===== config.mk =====
export PLATFORM = sky130hd
export DESIGN_NAME = fifo_read_ctrl
export DESIGN_NICKNAME = d
export VERILOG_FILES = /design/src/rtl/fifo_read_ctrl_pkg.sv /design/src/rtl/sync_2ff.sv /design/src/rtl/fifo_read_ctrl.sv
export SDC_FILE = /design/constraint.sdc
export NUM_CORES = 1
export LEC_CHECK = 0
export ABC_CLOCK_PERIOD_IN_PS = 10960
export BUFFER_PORTS_ARGS = -buffer_cell sky130_fd_sc_hd__buf_2
export CORE_UTILIZATION = 50
export DETAILED_ROUTE_END_ITERATION = 10
export PLACE_DENSITY = 0.77
export SLEW_MARGIN = 40
export SYNTH_ARGS = -nofsm -noshare
export SYNTH_HDL_FRONTEND = slang
export SYNTH_SLANG_ARGS = --single-unit

===== constraint.sdc =====
create_clock -name rclk -period 10.96 [get_ports rclk]
set_clock_uncertainty 0.05 [all_clocks]
set_input_delay 2.74 -clock rclk [delete_from_list [all_inputs] [get_ports rclk]]
set_output_delay 2.74 -clock rclk [all_outputs]
set_load 0.01 [all_outputs]

===== src/rtl/fifo_read_ctrl_pkg.sv =====
`default_nettype none
// ============================================================================
// Module   : fifo_read_ctrl_pkg
// Brief    : Gray/binary pointer helpers shared by both sides of the async FIFO.
// Revision : 1.0 - initial release
// ============================================================================
package fifo_read_ctrl_pkg;

    // Both conversions are width-agnostic as long as unused upper bits are zero,
    // so callers zero-extend into 32 bits and truncate the result back.
    function automatic logic [31:0] bin2gray(input logic [31:0] bin);
        return bin ^ (bin >> 1);
    endfunction

    function automatic logic [31:0] gray2bin(input logic [31:0] gray);
        logic [31:0] bin;
        bin = gray;
        for (int i = 1; i < 32; i++) begin
            bin = bin ^ (gray >> i);
        end
        return bin;
    endfunction

endpackage
`default_nettype wire


===== src/rtl/sync_2ff.sv =====
`default_nettype none
// ============================================================================
// Module   : sync_2ff
// Brief    : Two-flop synchroniser for Gray pointers crossing clock domains.
// Revision : 1.0 - initial release
// ============================================================================
module sync_2ff #(
    parameter int WIDTH = 1
) (
    input  logic             clk,
    input  logic             rst_n,
    input  logic [WIDTH-1:0] d,
    output logic [WIDTH-1:0] q
);

    logic [WIDTH-1:0] r_meta;
    logic [WIDTH-1:0] r_sync;

    // Nothing may sit between the two flops.
    always_ff @(posedge clk) begin
        if (!rst_n) begin
            r_meta <= '0;
            r_sync <= '0;
        end else begin
            r_meta <= d;
            r_sync <= r_meta;
        end
    end

    assign q = r_sync;

endmodule
`default_nettype wire


===== src/rtl/fifo_read_ctrl.sv =====
`default_nettype none
// ============================================================================
// Module   : fifo_read_ctrl
// Brief    : Async FIFO read-side pointer/empty logic with a registered
//            valid/ready output stage.
// Revision : 1.0 - initial release
// ============================================================================
module fifo_read_ctrl
    import fifo_read_ctrl_pkg::*;
#(
    parameter int DATA_SIZE = 8,
    parameter int ADDR_SIZE = 4,
    parameter int AE_THRESH = 2
) (
    input  logic                 rclk,
    input  logic                 rrst_n,
    input  logic [ADDR_SIZE:0]   wptr,
    output logic [ADDR_SIZE:0]   rptr,
    output logic [ADDR_SIZE-1:0] raddr,
    input  logic [DATA_SIZE-1:0] rdata,
    output logic [DATA_SIZE-1:0] dout,
    output logic                 dout_valid,
    input  logic                 dout_ready,
    output logic                 rempty,
    output logic                 ralmost_empty,
    output logic [ADDR_SIZE:0]   rlevel
);

    localparam int c_PTR_W = ADDR_SIZE + 1;

    logic [c_PTR_W-1:0]   r_rbin;
    logic [c_PTR_W-1:0]   r_rptr;
    logic [c_PTR_W-1:0]   r_rlevel;
    logic                 r_rempty;
    logic                 r_ralmost_empty;
    logic [DATA_SIZE-1:0] r_dout;
    logic                 r_dout_valid;

    logic [c_PTR_W-1:0]   w_rq2_wptr;
    logic [c_PTR_W-1:0]   w_wbin_sync;
    logic [c_PTR_W-1:0]   w_rbinnext;
    logic [c_PTR_W-1:0]   w_rgraynext;
    logic [c_PTR_W-1:0]   w_level;
    logic                 w_pop;

    sync_2ff #(
        .WIDTH (c_PTR_W)
    ) u_wptr_sync (
        .clk   (rclk),
        .rst_n (rrst_n),
        .d     (wptr),
        .q     (w_rq2_wptr)
    );

    // A word leaves memory whenever the output register is free or being drained.
    assign w_pop       = !r_rempty && (!r_dout_valid || dout_ready);
    assign w_rbinnext  = r_rbin + c_PTR_W'(w_pop);
    assign w_rgraynext = c_PTR_W'(bin2gray(32'(w_rbinnext)));
    assign w_wbin_sync = c_PTR_W'(gray2bin(32'(w_rq2_wptr)));
    assign w_level     = w_wbin_sync - w_rbinnext;

    always_ff @(posedge rclk) begin
        if (!rrst_n) begin
            r_rbin          <= '0;
            r_rptr          <= '0;
            r_rempty        <= 1'b1;
            r_ralmost_empty <= 1'b1;
            r_rlevel        <= '0;
        end else begin
            r_rbin          <= w_rbinnext;
            r_rptr          <= w_rgraynext;
            r_rempty        <= (w_rgraynext == w_rq2_wptr);
            r_ralmost_empty <= (w_level <= c_PTR_W'(AE_THRESH));
            r_rlevel        <= w_level;
        end
    end

    always_ff @(posedge rclk) begin
        if (!rrst_n) begin
            r_dout       <= '0;
            r_dout_valid <= 1'b0;
        end else if (w_pop) begin
            r_dout       <= rdata;
            r_dout_valid <= 1'b1;
        end else if (r_dout_valid && dout_ready) begin
            r_dout_valid <= 1'b0;
        end
    end

    assign rptr          = r_rptr;
    assign raddr         = r_rbin[ADDR_SIZE-1:0];
    assign dout          = r_dout;
    assign dout_valid    = r_dout_valid;
    assign rempty        = r_rempty;
    assign ralmost_empty = r_ralmost_empty;
    assign rlevel        = r_rlevel;

endmodule
`default_nettype wire


==> results.md, run 1 <==
* Worst setup path class: input port to flop
* Power density over cell area at approximately 220 mW/mm2
* Antenna-violating nets left at 0
* Cell Chain, Critical Path: buf_2 -> nand2b_1 -> nor2b_1 -> buf_4 -> ha_1 -> ha_1 -> xnor2_1 -> xnor2_1 -> ha_1 -> nor3b_1 -> o21ai_0 -> a41o_1 -> a21oi_2 -> xnor2_1 -> o41ai_2
* Number of primary I/O pins at 41
* Max Clk Rate at 0.189 GHz
* Synthesized net count at 160
* Required arrival time at the worst endpoint at 11150 ps
* ANT cells at 0
* Count of buffer and inverter cells on the critical path at 2
* Number of warnings reported in the yosys synthesis log at 0
* Leakage power at approximately 0.00084 uW
* CTS tree: yes
* Total routing resource utilization after global routing at 0.177
* Cell row count at 19
* Period utilisation layout at 0.483
* Synth Flop Type: dfxtp_1
* Count of cell types in the netlist at 26
* Most common library cell in the layout ignoring fill and taps: buf_2
* Total area of multi-input combinational cells at 758 um2
* Largest net degree at the start of global routing at 36
* Share of flip-flops with an asynchronous set or reset at 0
* Number of flops mapped to enable cells by yosys at 0
* Global-route wire length before repair at 4.22 mm
* Final Max Slew Viols at 0
* Number of gates given a new drive strength after cts at 0
* Number of antenna violations at the first check in global routing at 0
* DRT Wirelength at approximately 2.5 mm
* Startpoint of the worst setup timing path: dout_ready
* DR WL/cell at about 12 um
* Most area-hungry cell type in the Yosys netlist: dfxtp_1
* Launch instance of the worst register-to-register path: dout_valid
* Crit. End Element: flop
* Synthesized area divided by synthesized cell count at 10.9 um2
* End-of-flow core utilization at 0.633
* Biggest cell delay along the critical path at 320 ps
* Initial core utilization at 0.537
* Slowest stage cell, crit path: ha_1
* Number of violations reported at the end of detailed-routing iteration 0 at 21
* Worst-case headroom to the max-slew limit at 0.715
* Max clock buf depth at 2
* Number of setup violations in the final report at 0
* Source-to-sink clock delay at the later pin of the worst-skew pair at 330 ps
* Flip-flop and latch count after synthesis at 35
* Via count at 1031
* Number of optimization iterations in the first detailed-route pass at 4
* CTS H-tree depth at 2
* Number of global-route vias before repair at 1036
* VDD IR-drop max at 0.169 mV
* Worst path top cell family by delay: compound AO/OA/AOI/OAI gates
* Via density per instance at between 4 and 5
* Routability congestion estimate at between 0.8 and 0.9
* Time the final worst path needs with I/O delays and setup at between 5000 and 6000 ps
* Number of instances in the synthesized netlist at 137
* Mapped Area at 0.00149 mm2
* Remaining Overflow, GRT at 0
* Total of hold buffers inserted after clock tree synthesis at 0
* Post-Place Setup Slack at 5370 ps
* Number of clock sinks at 35
* Die area at 0.00321 mm2
* Core ar. at 0.00278 mm2
* Sequential fraction of the synthesis area at 0.469
* Clock buffer count from CTS at 5
* Summed negative setup slack over all endpoints at 0 ps
* Result of the run: complete, no violations
* Area of all sequential standard cells at 701 um2
* Fill cell total of the finished layout at 235
* Worst-path maximum fanout at 10
* Worst hold-check path type: flop to flop
* Nets at between 200 and 250
* Root Driver: clkbuf_4
* Setup slack of the worst register-to-register path at 7910 ps
* DRC at 0
* Final worst setup slack at 5660 ps
* Area added between synthesis and finish at 18.0%
* Transition at the pin with the smallest max-transition slack at 427 ps
* Setup repair after global routing missed its margin: false
* Clock-pin slew on the worst setup and hold paths at around 90 ps
* Width of the die at 56.6 um
* Vertical extent of the die at 56.6 um
* Top-area cell type share of the netlist area at 0.469
* Hold_sp: u_wptr_sync.r_meta[1]
* Final count of hold timing violations at 0
* Maximum capacitance violations at 0
* DP HPWL at 1.90 mm
* Post-CTS setup buffer count at 0
* Kind of launch point of the worst setup path: input port
* Area contributors post-synth: dfxtp_1 (47%), and2_1 (8.4%), xor2_1 (7.0%)
* Commonest cells after routing, fill and taps aside: buf_2 (40), dfxtp_1 (35), and2_1 (20), nor2b_1 (16), xor2_1 (12)
* Data arrival time of the critical path at 5490 ps
* Count of input and output buffers at 40
* Share of layout cells above drive strength 1 at 0.291
## sequential cells by signal, indices dropped and copies added, names as in the netlist
register,flops
rlevel,5
rempty,1
dout,8
r_rbin,4
ralmost_empty,1
u_wptr_sync.q,5
rptr,5
u_wptr_sync.r_meta,5
dout_valid,1
## path summary, 6_finish.rpt
check / to / cells after the start
max reg2reg: ralmost_empty / 14
min reg2reg: u_wptr_sync.q[1] / 1
max: ralmost_empty / 15
min: u_wptr_sync.q[1] / 1
## cell families (layout without fill, tap and decap cells)
group | after synthesis | count (layout) | synth area share
fa+ha+maj | 7 | 7 | 0.0587
mux | 8 | 8 | 0.0536
buf+inv | 9 | 51 | 0.0226
flops | 35 | 35 | 0.469
xor+xnor | 22 | 22 | 0.152
simple gates | 45 | 45 | 0.187
compound gates | 11 | 11 | 0.0570
## per-stage QoR
step | cell area (um2) | hold slack, ps | cells | total power (uW)
finish | 1760 | 388 | 210 | 393
CTS | 1760 | 390 | 210 | 397
detailed placement | 1720 | 369 | 204 | 337
global placement | 1720 | 364 | 204 | 330
global route | 1760 | 410 | 210 | 420
floorplan | 1490 | 362 | 137 | 286
## per-layer routing
layer,wire (um),GRT usage
met1,1040,0.181
met2,1270,0.311
met3,157,0.0530
met4,54,0.115
met5,0,0
## layout make-up
cell class | count | share of cell area
Clock buffer | 6 | 0.0234
Inverter | 4 | 0.00852
Multi-Input combinational cell | 93 | 0.430
Sequential cell | 35 | 0.398
Tap cell | 31 | 0.0220
Timing Repair Buffer | 41 | 0.118
## report_power, final
group / leakage [uW] / internal [uW] / switching [uW] / total, uW
Sequential: 0.000288 / 152 / 10.7 / 163
Clock: 0.0000242 / 22.8 / 37.1 / 59.8
Combinational: 0.000528 / 81.0 / 89.0 / 170
Total: 0.000840 / 256 / 137 / 393
## cells in the mapped netlist, drive strengths merged, types with 4 or more instances
cell type and count:
and2 20, clkbuf 5, dfxtp 35, ha 7
inv 4, mux2i 8, nor2b 16, o21ai 4
xnor2 8, xor2 13
No activity file was read; power rests on OpenSTA's default activity.
==> inputs of run 2 (changes only) <==
Settings changed: ABC_CLOCK_PERIOD_IN_PS 10960 to 4900.
Clock period 10.96 ns to 4.9 ns, I/O delays scaled along.
==> results.md, run 2 (synthesized netlist as in run 1, its figures left out) <==
* Result of the run: complete, no violations
* Via density per instance at about 5
* Number of flip-flops under the largest register name at 8
* Overall power after layout at 877 uW
* Source-to-sink clock delay at the later pin of the worst-skew pair at 320 ps
* Worst setup path class: input port to flop
* Total area of multi-input combinational cells at 758 um2
* Final worst setup slack at ~1200 ps
* Width of the die at 56.6 um
* CTS H-tree depth at 2
* Setup slack of the worst register-to-register path at ~1800 ps
* Number of setup violations in the final report at 0
* DP HPWL at 2.01 mm
* Commonest cells after routing, fill and taps aside: buf_2 (40), dfxtp_1 (35), and2_1 (20), nor2b_1 (16), xor2_1 (12)
* Nets at 203
* Met2 Resource Use GR at 0.313
* Worst-case headroom to the max-slew limit at 0.713
* Core ar. at roughly 0.0028 mm2
* Maximum capacitance violations at 0
* Data arrival time of the critical path at 3920 ps
* CTS tree: yes
* Antenna-violating nets left at 0
* Crit. End Element: flop
* Number of global-route vias before repair at 1065
* Fill cell total of the finished layout at 247
* Time the final worst path needs with I/O delays and setup at 3740 ps
* Clock buffer count from CTS at 5
* Max clock buf depth at 2
* Total of hold buffers inserted after clock tree synthesis at 0
* Total routing resource utilization after global routing at 0.179
* Number of gates given a new drive strength after cts at 0
* Biggest cell delay along the critical path at 310 ps
* Initial core utilization at 0.537
* Count of input and output buffers at 40
* Most common library cell in the layout ignoring fill and taps: buf_2
* Share of layout cells above drive strength 1 at 0.291
* Global-route wire length before repair at 4.35 mm
* Number of violations reported at the end of detailed-routing iteration 0 at 19
* Area of all sequential standard cells at roughly 700 um2
* Largest net degree at the start of global routing at 36
* DP Area at 0.00172 mm2
* Number of antenna violations at the first check in global routing at 0
* Remaining Overflow, GRT at 0
* Post-route cell area at 0.00176 mm2
* Met1 track demand over resource in global routing at 0.187
* Worst-path maximum fanout at 10
* Global routing's busiest layer: met2
* Final Max Slew Viols at 0
* Root Driver: clkbuf_4
* Required arrival time at the worst endpoint at 5080 ps
* Routability congestion estimate at around 0.80
* Met3 track utilization from global routing at 0.0530
* Count of buffer and inverter cells on the critical path at 2
* VDD IR-drop max at between 0.4 and 0.5 mV
* DRT Wirelength at 2.56 mm
* Power density over cell area at 498 mW/mm2
* DRC at 0
* Slowest stage cell, crit path: ha_1
* Period utilisation layout at 0.763
* Number of optimization iterations in the first detailed-route pass at 4
* ANT cells at 0
* Setup repair after global routing missed its margin: false
* Post-Place Setup Slack at ~830 ps
* Worst hold-check path type: flop to flop
* Number of primary I/O pins at 41
* Non-filler instance count after layout at 210
* Number of clock sinks at 35
* Transition at the pin with the smallest max-transition slack at 430 ps
* Die area at 0.00321 mm2
* Vertical extent of the die at between 50 and 60 um
* Leakage power at about 0.00084 uW
* DP Cell Count at 204
* Summed negative setup slack over all endpoints at 0 ps
* Via count at 1028
* Cell Chain, Critical Path: buf_2 -> nand2b_1 -> nor2b_1 -> buf_4 -> ha_1 -> ha_1 -> xnor2_1 -> xnor2_1 -> ha_1 -> nor3b_1 -> o21ai_0 -> a41o_1 -> a21oi_2 -> xnor2_1 -> o41ai_2
* DR WL/cell at about 12 um
* Max Clk Rate at 0.267 GHz
* Cell row count at 19
* Final count of hold timing violations at 0
* Post-CTS setup buffer count at 0
* Kind of launch point of the worst setup path: input port
* Worst path top cell family by delay: compound AO/OA/AOI/OAI gates
* Clock-pin slew on the worst setup and hold paths at 90 ps
* Area added between synthesis and finish at 18.0%
## run 2: cell counts in the layout (fill, tap and decap cells not counted)
Identical to the previous run, type by type.
## run 2: worst reg2reg max path, stage by stage, from the launching register on
cell     delay (ps)
dfxtp_1         400
xnor3_2         500
xor2_1          300
xor2_1          190
ha_1            160
inv_1            50
ha_1            220
nor3b_1         220
o21ai_0         130
a41o_1          210
a21oi_2         150
xnor2_1         110
o41ai_2         280
## run 2: through the flow
| stage | hold slack [ps] | utilization |
|---|---|---|
| global route | 413 | 0.633 |
| global placement | 364 | 0.619 |
| detailed placement | 370 | 0.619 |
| CTS | 391 | 0.633 |
| finish | 386 | 0.633 |
| floorplan | 362 | - |
## run 2: metal layers
layer / wire length [um] / vias to the layer above
met5: 0 / -
li1: - / 527
met3: 128 / 5
met2: 1350 / 25
met1: 1040 / 471
met4: 44 / 0
## run 2: final cells by class
type / instances / share of cell area
well taps: 31 / 0.0220
clock buffers: 6 / 0.0234
inverters: 4 / 0.00852
flip-flops and latches: 35 / 0.398
repair buffers: 41 / 0.118
multi-input cells: 93 / 0.430
## run 2: report_power, final
group          internal [uW]  switching, uW
combinational            182            198
sequential               341           24.5
clock                   51.0           80.7
total                    574            304
## run 2: path summary, 6_finish.rpt
check / start / endpoint / cells after the start
setup / recovery: dout_ready / ralmost_empty / 15
hold / removal: u_wptr_sync.r_meta[3] / u_wptr_sync.q[3] / 1
setup reg to reg: u_wptr_sync.q[4] / ralmost_empty / 12
hold reg to reg: u_wptr_sync.r_meta[3] / u_wptr_sync.q[3] / 1
